File: config.mk
export PLATFORM = sky130hd
export DESIGN_NAME = generic_1clk_fifo_env_flat
export DESIGN_NICKNAME = d
export VERILOG_FILES = /design/src/rtl/generic_1clk_fifo_env_if.sv /design/src/rtl/generic_1clk_fifo_env.sv /design/src/flat_wrapper.sv
export SDC_FILE = /design/constraint.sdc
export NUM_CORES = 1
export LEC_CHECK = 0
export CORE_MARGIN = 8
export CORE_UTILIZATION = 60
export DETAILED_ROUTE_END_ITERATION = 12
export PLACE_DENSITY_LB_ADDON = 0.08
export SLEW_MARGIN = 0
export SYNTH_ARGS = -nofsm -noshare
export SYNTH_HDL_FRONTEND = slang
export SYNTH_SLANG_ARGS = --single-unit
File: constraint.sdc
create_clock -name clk -period 9.8 [get_ports clk]
set_input_delay 1.47 -clock clk [delete_from_list [all_inputs] [get_ports clk]]
set_output_delay 1.47 -clock clk [all_outputs]
set_load 0.1 [all_outputs]
File: src/rtl/generic_1clk_fifo_env_if.sv
// Handshake/status bundle for generic_1clk_fifo_env.
// The master drives requests; the slave (the FIFO) drives data and status.
interface generic_1clk_fifo_env_if #(
  parameter int DAT_WIDTH = 35,
  parameter int PTR_WIDTH = 3
);
  logic                 flush;
  logic                 wr_op;
  logic [DAT_WIDTH-1:0] wr_data;
  logic [DAT_WIDTH-1:0] wr_mask;
  logic                 full;
  logic                 almost_full;
  logic                 rd_op;
  logic [DAT_WIDTH-1:0] rd_data;
  logic                 rd_valid;
  logic                 empty;
  logic                 almost_empty;
  logic [PTR_WIDTH:0]   entry_used;
  logic                 full_err;
  logic                 empty_err;
  logic                 err_clr;

  modport master (
    output flush, wr_op, wr_data, wr_mask, rd_op, err_clr,
    input  full, almost_full, rd_data, rd_valid, empty, almost_empty,
           entry_used, full_err, empty_err
  );

  modport slave (
    input  flush, wr_op, wr_data, wr_mask, rd_op, err_clr,
    output full, almost_full, rd_data, rd_valid, empty, almost_empty,
           entry_used, full_err, empty_err
  );
endinterface

File: src/rtl/generic_1clk_fifo_env.sv
// Single-clock flop-based FIFO with write masking, sticky error flags, flush
// and a selectable first-word-fall-through or registered read port.
module generic_1clk_fifo_env #(
  parameter int PTR_WIDTH      = 3,
  parameter int NUM_OF_ENTRIES = 8,
  parameter int DAT_WIDTH      = 35,
  parameter int AF_LEVEL       = 6,
  parameter int AE_LEVEL       = 1,
  parameter int FWFT           = 1
) (
  input  logic                    clk,
  input  logic                    reset,
  generic_1clk_fifo_env_if.slave  bus
);

  localparam logic [PTR_WIDTH:0]   CNT_MAX  = (PTR_WIDTH+1)'(NUM_OF_ENTRIES);
  localparam logic [PTR_WIDTH:0]   AF_CNT   = (PTR_WIDTH+1)'(AF_LEVEL);
  localparam logic [PTR_WIDTH:0]   AE_CNT   = (PTR_WIDTH+1)'(AE_LEVEL);
  localparam logic [PTR_WIDTH-1:0] PTR_LAST = PTR_WIDTH'(NUM_OF_ENTRIES - 1);

  logic [DAT_WIDTH-1:0] mem [NUM_OF_ENTRIES];
  logic [PTR_WIDTH-1:0] wr_ptr;
  logic [PTR_WIDTH-1:0] rd_ptr;
  logic [PTR_WIDTH:0]   count;
  logic                 full_err_q;
  logic                 empty_err_q;

  logic is_full;
  logic is_empty;
  logic rd_accept;
  logic wr_accept;
  logic full_set;
  logic empty_set;

  function automatic logic [PTR_WIDTH-1:0] next_ptr(input logic [PTR_WIDTH-1:0] ptr);
    return (ptr == PTR_LAST) ? '0 : ptr + 1'b1;
  endfunction

  assign is_full  = (count == CNT_MAX);
  assign is_empty = (count == '0);

  // Flush swallows any same-cycle request, so nothing is accepted or flagged.
  always_comb begin
    rd_accept = bus.rd_op && !is_empty && !bus.flush;
    wr_accept = bus.wr_op && (!is_full || rd_accept) && !bus.flush;
    full_set  = bus.wr_op && is_full && !rd_accept && !bus.flush;
    empty_set = bus.rd_op && is_empty && !bus.flush;
  end

  always_ff @(posedge clk or posedge reset) begin
    if (reset) begin
      wr_ptr <= '0;
      rd_ptr <= '0;
      count  <= '0;
    end else if (bus.flush) begin
      wr_ptr <= '0;
      rd_ptr <= '0;
      count  <= '0;
    end else begin
      if (wr_accept) wr_ptr <= next_ptr(wr_ptr);
      if (rd_accept) rd_ptr <= next_ptr(rd_ptr);
      case ({wr_accept, rd_accept})
        2'b10:   count <= count + 1'b1;
        2'b01:   count <= count - 1'b1;
        default: count <= count;
      endcase
    end
  end

  // Storage is deliberately left out of reset.
  always_ff @(posedge clk) begin
    if (wr_accept) mem[wr_ptr] <= bus.wr_data & bus.wr_mask;
  end

  always_ff @(posedge clk or posedge reset) begin
    if (reset) begin
      full_err_q  <= 1'b0;
      empty_err_q <= 1'b0;
    end else begin
      full_err_q  <= full_set  | (full_err_q  & ~bus.err_clr);
      empty_err_q <= empty_set | (empty_err_q & ~bus.err_clr);
    end
  end

  assign bus.full         = is_full;
  assign bus.empty        = is_empty;
  assign bus.almost_full  = (count >= AF_CNT);
  assign bus.almost_empty = (count <= AE_CNT);
  assign bus.entry_used   = count;
  assign bus.full_err     = full_err_q;
  assign bus.empty_err    = empty_err_q;

  if (FWFT != 0) begin : g_fwft
    assign bus.rd_data  = is_empty ? '0 : mem[rd_ptr];
    assign bus.rd_valid = !is_empty;
  end else begin : g_reg_read
    logic [DAT_WIDTH-1:0] rd_data_q;
    logic                 rd_valid_q;

    always_ff @(posedge clk or posedge reset) begin
      if (reset) begin
        rd_data_q  <= '0;
        rd_valid_q <= 1'b0;
      end else if (bus.flush) begin
        rd_valid_q <= 1'b0;
      end else begin
        rd_valid_q <= rd_accept;
        if (rd_accept) rd_data_q <= mem[rd_ptr];
      end
    end

    assign bus.rd_data  = rd_data_q;
    assign bus.rd_valid = rd_valid_q;
  end

endmodule

File: src/flat_wrapper.sv
// flat-port wrapper written by rule: the top's interface ports become plain ports
module generic_1clk_fifo_env_flat 
#(
  parameter int PTR_WIDTH      = 3,
  parameter int NUM_OF_ENTRIES = 8,
  parameter int DAT_WIDTH      = 35,
  parameter int AF_LEVEL       = 6,
  parameter int AE_LEVEL       = 1,
  parameter int FWFT           = 1
)
  (clk, reset, bus_flush, bus_wr_op, bus_wr_data, bus_wr_mask, bus_rd_op, bus_err_clr, bus_full, bus_almost_full, bus_rd_data, bus_rd_valid, bus_empty, bus_almost_empty, bus_entry_used, bus_full_err, bus_empty_err);
  generic_1clk_fifo_env_if #(.DAT_WIDTH(DAT_WIDTH), .PTR_WIDTH(PTR_WIDTH)) bus_i ();
  input  logic clk;
  input  logic reset;
  input wire logic [$bits(bus_i.flush)-1:0] bus_flush;
  input wire logic [$bits(bus_i.wr_op)-1:0] bus_wr_op;
  input wire logic [$bits(bus_i.wr_data)-1:0] bus_wr_data;
  input wire logic [$bits(bus_i.wr_mask)-1:0] bus_wr_mask;
  input wire logic [$bits(bus_i.rd_op)-1:0] bus_rd_op;
  input wire logic [$bits(bus_i.err_clr)-1:0] bus_err_clr;
  output wire logic [$bits(bus_i.full)-1:0] bus_full;
  output wire logic [$bits(bus_i.almost_full)-1:0] bus_almost_full;
  output wire logic [$bits(bus_i.rd_data)-1:0] bus_rd_data;
  output wire logic [$bits(bus_i.rd_valid)-1:0] bus_rd_valid;
  output wire logic [$bits(bus_i.empty)-1:0] bus_empty;
  output wire logic [$bits(bus_i.almost_empty)-1:0] bus_almost_empty;
  output wire logic [$bits(bus_i.entry_used)-1:0] bus_entry_used;
  output wire logic [$bits(bus_i.full_err)-1:0] bus_full_err;
  output wire logic [$bits(bus_i.empty_err)-1:0] bus_empty_err;
  assign bus_i.flush = bus_flush;
  assign bus_i.wr_op = bus_wr_op;
  assign bus_i.wr_data = bus_wr_data;
  assign bus_i.wr_mask = bus_wr_mask;
  assign bus_i.rd_op = bus_rd_op;
  assign bus_i.err_clr = bus_err_clr;
  assign bus_full = bus_i.full;
  assign bus_almost_full = bus_i.almost_full;
  assign bus_rd_data = bus_i.rd_data;
  assign bus_rd_valid = bus_i.rd_valid;
  assign bus_empty = bus_i.empty;
  assign bus_almost_empty = bus_i.almost_empty;
  assign bus_entry_used = bus_i.entry_used;
  assign bus_full_err = bus_i.full_err;
  assign bus_empty_err = bus_i.empty_err;
  generic_1clk_fifo_env #(.PTR_WIDTH(PTR_WIDTH), .NUM_OF_ENTRIES(NUM_OF_ENTRIES), .DAT_WIDTH(DAT_WIDTH), .AF_LEVEL(AF_LEVEL), .AE_LEVEL(AE_LEVEL), .FWFT(FWFT)) u_core (.clk(clk), .reset(reset), .bus(bus_i));
endmodule
==> qor.txt <==
Status - finished, final reports clean
Fin crit share - 56.1%
Largest net degree at the start of global routing - 73
Clock sink count - 292
Nets@finish - 800
Sw power - 862 uW
Worst Setup Path Type - register to primary output
Initial cell density of the core - 60.5%
Fin crit period - 5.50 ns
Iteration-0 DRC Markers - 388
Die Footprint - 0.0242 mm^2
Yosys reg bits - 292
Placer Congestion - 0.723
Clock Power Share - 35.3%
Worst setup SP type - register
H-tree Lvls - 1
Critical Path End Type - primary output
Core Area - 0.0193 mm^2
Avg Inst Size Synth - 20.1 um^2
Worst EP required - 8.33 ns
Netlist area before placement - 0.0117 mm^2
# IOs - 122
First-pass GRT wire length - 35,700 um
Hold path depth - 1
Slew headroom - 28.9%
Worst r2r src - u_core.bus.entry_used[0]
Sequential fraction of the synthesis area - 74.4%
Number of cells after detailed placement - 950
Max Clock Skew - 0.0117 ns
Clock latency on the worst-skew pair - 0.54 ns
Leakage - 4.55 nW
CTS resizes - 0
P_int - 2.21 mW
DP Wirelength - 12,500 um
CP delay by family, top - buffers and inverters
Measured slew at the worst slew-check pin - 1.07 ns
Max Clk Rate - 182 MHz
Total power - 3.07 mW
Layout cells sized above 1 - 18.7%
Unrepaired setup endpoints after global routing - no
Post-CTS setup buffer count - 0
Hold Path End - u_core.bus.empty_err
DIE WIDTH - 156 um
Post-DRT Antenna Nets - 0
Slowest CP cell - clkdlybuf4s50_1
Placement Cell Area - 0.0132 mm^2
DR WL/cell - 22.7 um
CTS tree - built
Die Y - 156 um
Setup violations, final - 0
Row Count - 51
# hold bufs at CTS - 0
Max-cap violations - 0
Hold Slack - 0.530 ns
Final hold vios - 0
Register share of total power - 46.1%
Antenna violations before repair - 0
Total Wirelength - 22,800 um
Overflow after GRT - 0
P&R area growth vs syn - 21.1%
Routed vias - 5,772
Post-synth EDFFs - 280
PortBufs - 121
Comb pwr share - 18.6%
# fillers - 1,153
Worst hold path type - register to register
R2R cell count - 7
Distinct cell type count after synthesis - 39
1st-pass router iterations - 4
CTS Buffer Depth - 3
ANT cells - 0
Post-synth net total - 667
Root buffer cell - clkbuf_16
Final cell count without fillers - 1,004
Arrival time at the worst endpoint - 4.03 ns
Vias per cell - 5.75
Cells after Synth - 583
Post-synth ARST share - 4.11%
Design area - 0.0142 mm^2
Clock edge transition at the registers on the reported setup and hold paths - 0.06 ns
Post-place setup slack - 4.76 ns
Vias in the first global route - 6,317
Bufs and invs on worst path - 2
Inserted Clock Buffers - 29
Worst VDD drop - 0.187 mV
R2r endpoint - u_core.bus.entry_used[1]
Largest stage delay, worst path - 1.01 ns
R2R Setup Slk - 6.97 ns
Net Sw Frac - 28.0%
Post-Route Utilization - 73.3%
Post-route setup TNS - 0 ns
Hold_sp - u_core.bus.empty_err
Final Max Tran Viols - 0
Crit path max fanout - 38
# DRC - 0
Yosys warns - 0
Final worst slack - 4.30 ns
Global Route Usage Sum - 19.4%
CP Cell Sequence - buf_4 > mux4_2 > mux2i_1 > nor2_1 > clkdlybuf4s50_1
Top FF cell, synth - edfxtp_1
Pwr dens - 217 mW/mm^2
## power by group through the flow
stage | registers [mW] | clock network (mW) | logic, mW
5_1_grt | 1.42 | 1.15 | 0.601
3_3_place_gp | 1.44 | 0 | 0.570
3_5_place_dp | 1.44 | 0 | 0.578
4_1_cts | 1.42 | 1.10 | 0.581
6_report | 1.42 | 1.08 | 0.573
2_1_floorplan | 1.44 | 0 | 0.441
## worst register-to-register path: cells and delay by family (launching register included)
kind,cells,cell delay [ns]
buffers and inverters,2,0.73
AOI/OAI and AO/OA,1,0.32
adders and majority gates,1,0.28
and+or+nand+nor,2,0.78
xor gates and xnor gates,1,0.12
DFF,1,0.48
## cells in the final DEF (no fill, tap or decap), types with 2 or more instances in the layout
cell type,netlist,final
clkbuf_16,0,29
nand2b_1,7,7
clkbuf_1,8,6
nor2_4,0,6
clkinv_2,1,5
nor3_2,0,2
nor2_1,46,40
mux2_2,2,2
or3_1,3,3
buf_4,5,10
clkbuf_8,0,3
inv_1,7,7
dfrtp_4,0,2
o21ai_0,4,4
and2_1,35,35
mux4_2,70,70
mux2i_1,37,37
xor2_1,2,2
nor4_1,2,2
clkdlybuf4s50_1,0,121
nand2_1,9,9
nor2b_1,3,3
edfxtp_1,280,280
inv_6,0,2
dfrtp_1,12,9
o21a_1,2,2
bufinv_16,0,3
ha_1,8,8
clkinv_1,0,6
a21oi_1,6,6
nand3_1,2,2
## Yosys cell counts (all sizes together), types with 3 or more instances
master	number	area (um^2)
o21ai	5	25.0
inv	7	26.3
buf	21	126
nor2b	3	18.8
nor2	46	173
nand2	9	33.8
mux4	70	1580
clkbuf	8	30.0
mux2i	37	370
and2	35	219
nand2b	7	43.8
ha	8	100
edfxtp	280	8410
a21oi	6	30.0
nor3	3	15.0
dfrtp	12	300
or3	3	18.8
## worst max-delay path by stage
stage,from,endpoint,slack (ns),depth (start not counted)
3_5_place_dp,u_core.rd_ptr[0],bus_rd_data[15],4.76,5
2_1_floorplan,u_core.bus.entry_used[0],bus_rd_data[25],4.67,8
3_3_place_gp,u_core.rd_ptr[0],bus_rd_data[30],4.74,5
6_report,u_core.rd_ptr[0],bus_rd_data[17],4.30,5
5_1_grt,u_core.rd_ptr[0],bus_rd_data[30],4.01,5
4_1_cts,u_core.rd_ptr[0],bus_rd_data[17],4.17,5
## cells by family after synthesis
family,synth area share [%]
flops,74.4
simple gates,5.09
mux,16.8
buf+inv,1.60
compound gates,1.07
fa+ha+maj,0.855
xor+xnor,0.150
## state kept, by name, indices dropped and copies added, names as in the netlist
name / cells
u_core.bus.empty_err: 1
u_core.bus.full_err: 1
u_core.rd_ptr: 3
u_core.mem: 280
u_core.bus.entry_used: 4
u_core.wr_ptr: 3
## routing by layer
layer | routed length [um] | part of all wire [%] | global-route usage [%]
met3 | 1430 | 6.3 | 3.71
met2 | 11800 | 52 | 34.5
met1 | 9030 | 40 | 23.8
met4 | 555 | 2.4 | 5.73
met5 | 0 | 0 | 0
## final cells by class
cell class	count	area (um^2)	share of cell area [%]
tap	265	332	2.34
inverter	8	31.3	0.221
sequential	292	8720	61.5
clock buffer	38	790	5.57
clock inverter	16	158	1.11
multi-input combinational	254	2860	20.2
timing repair buffer	131	1290	9.07
No activity file was read; power rests on OpenSTA's default activity.
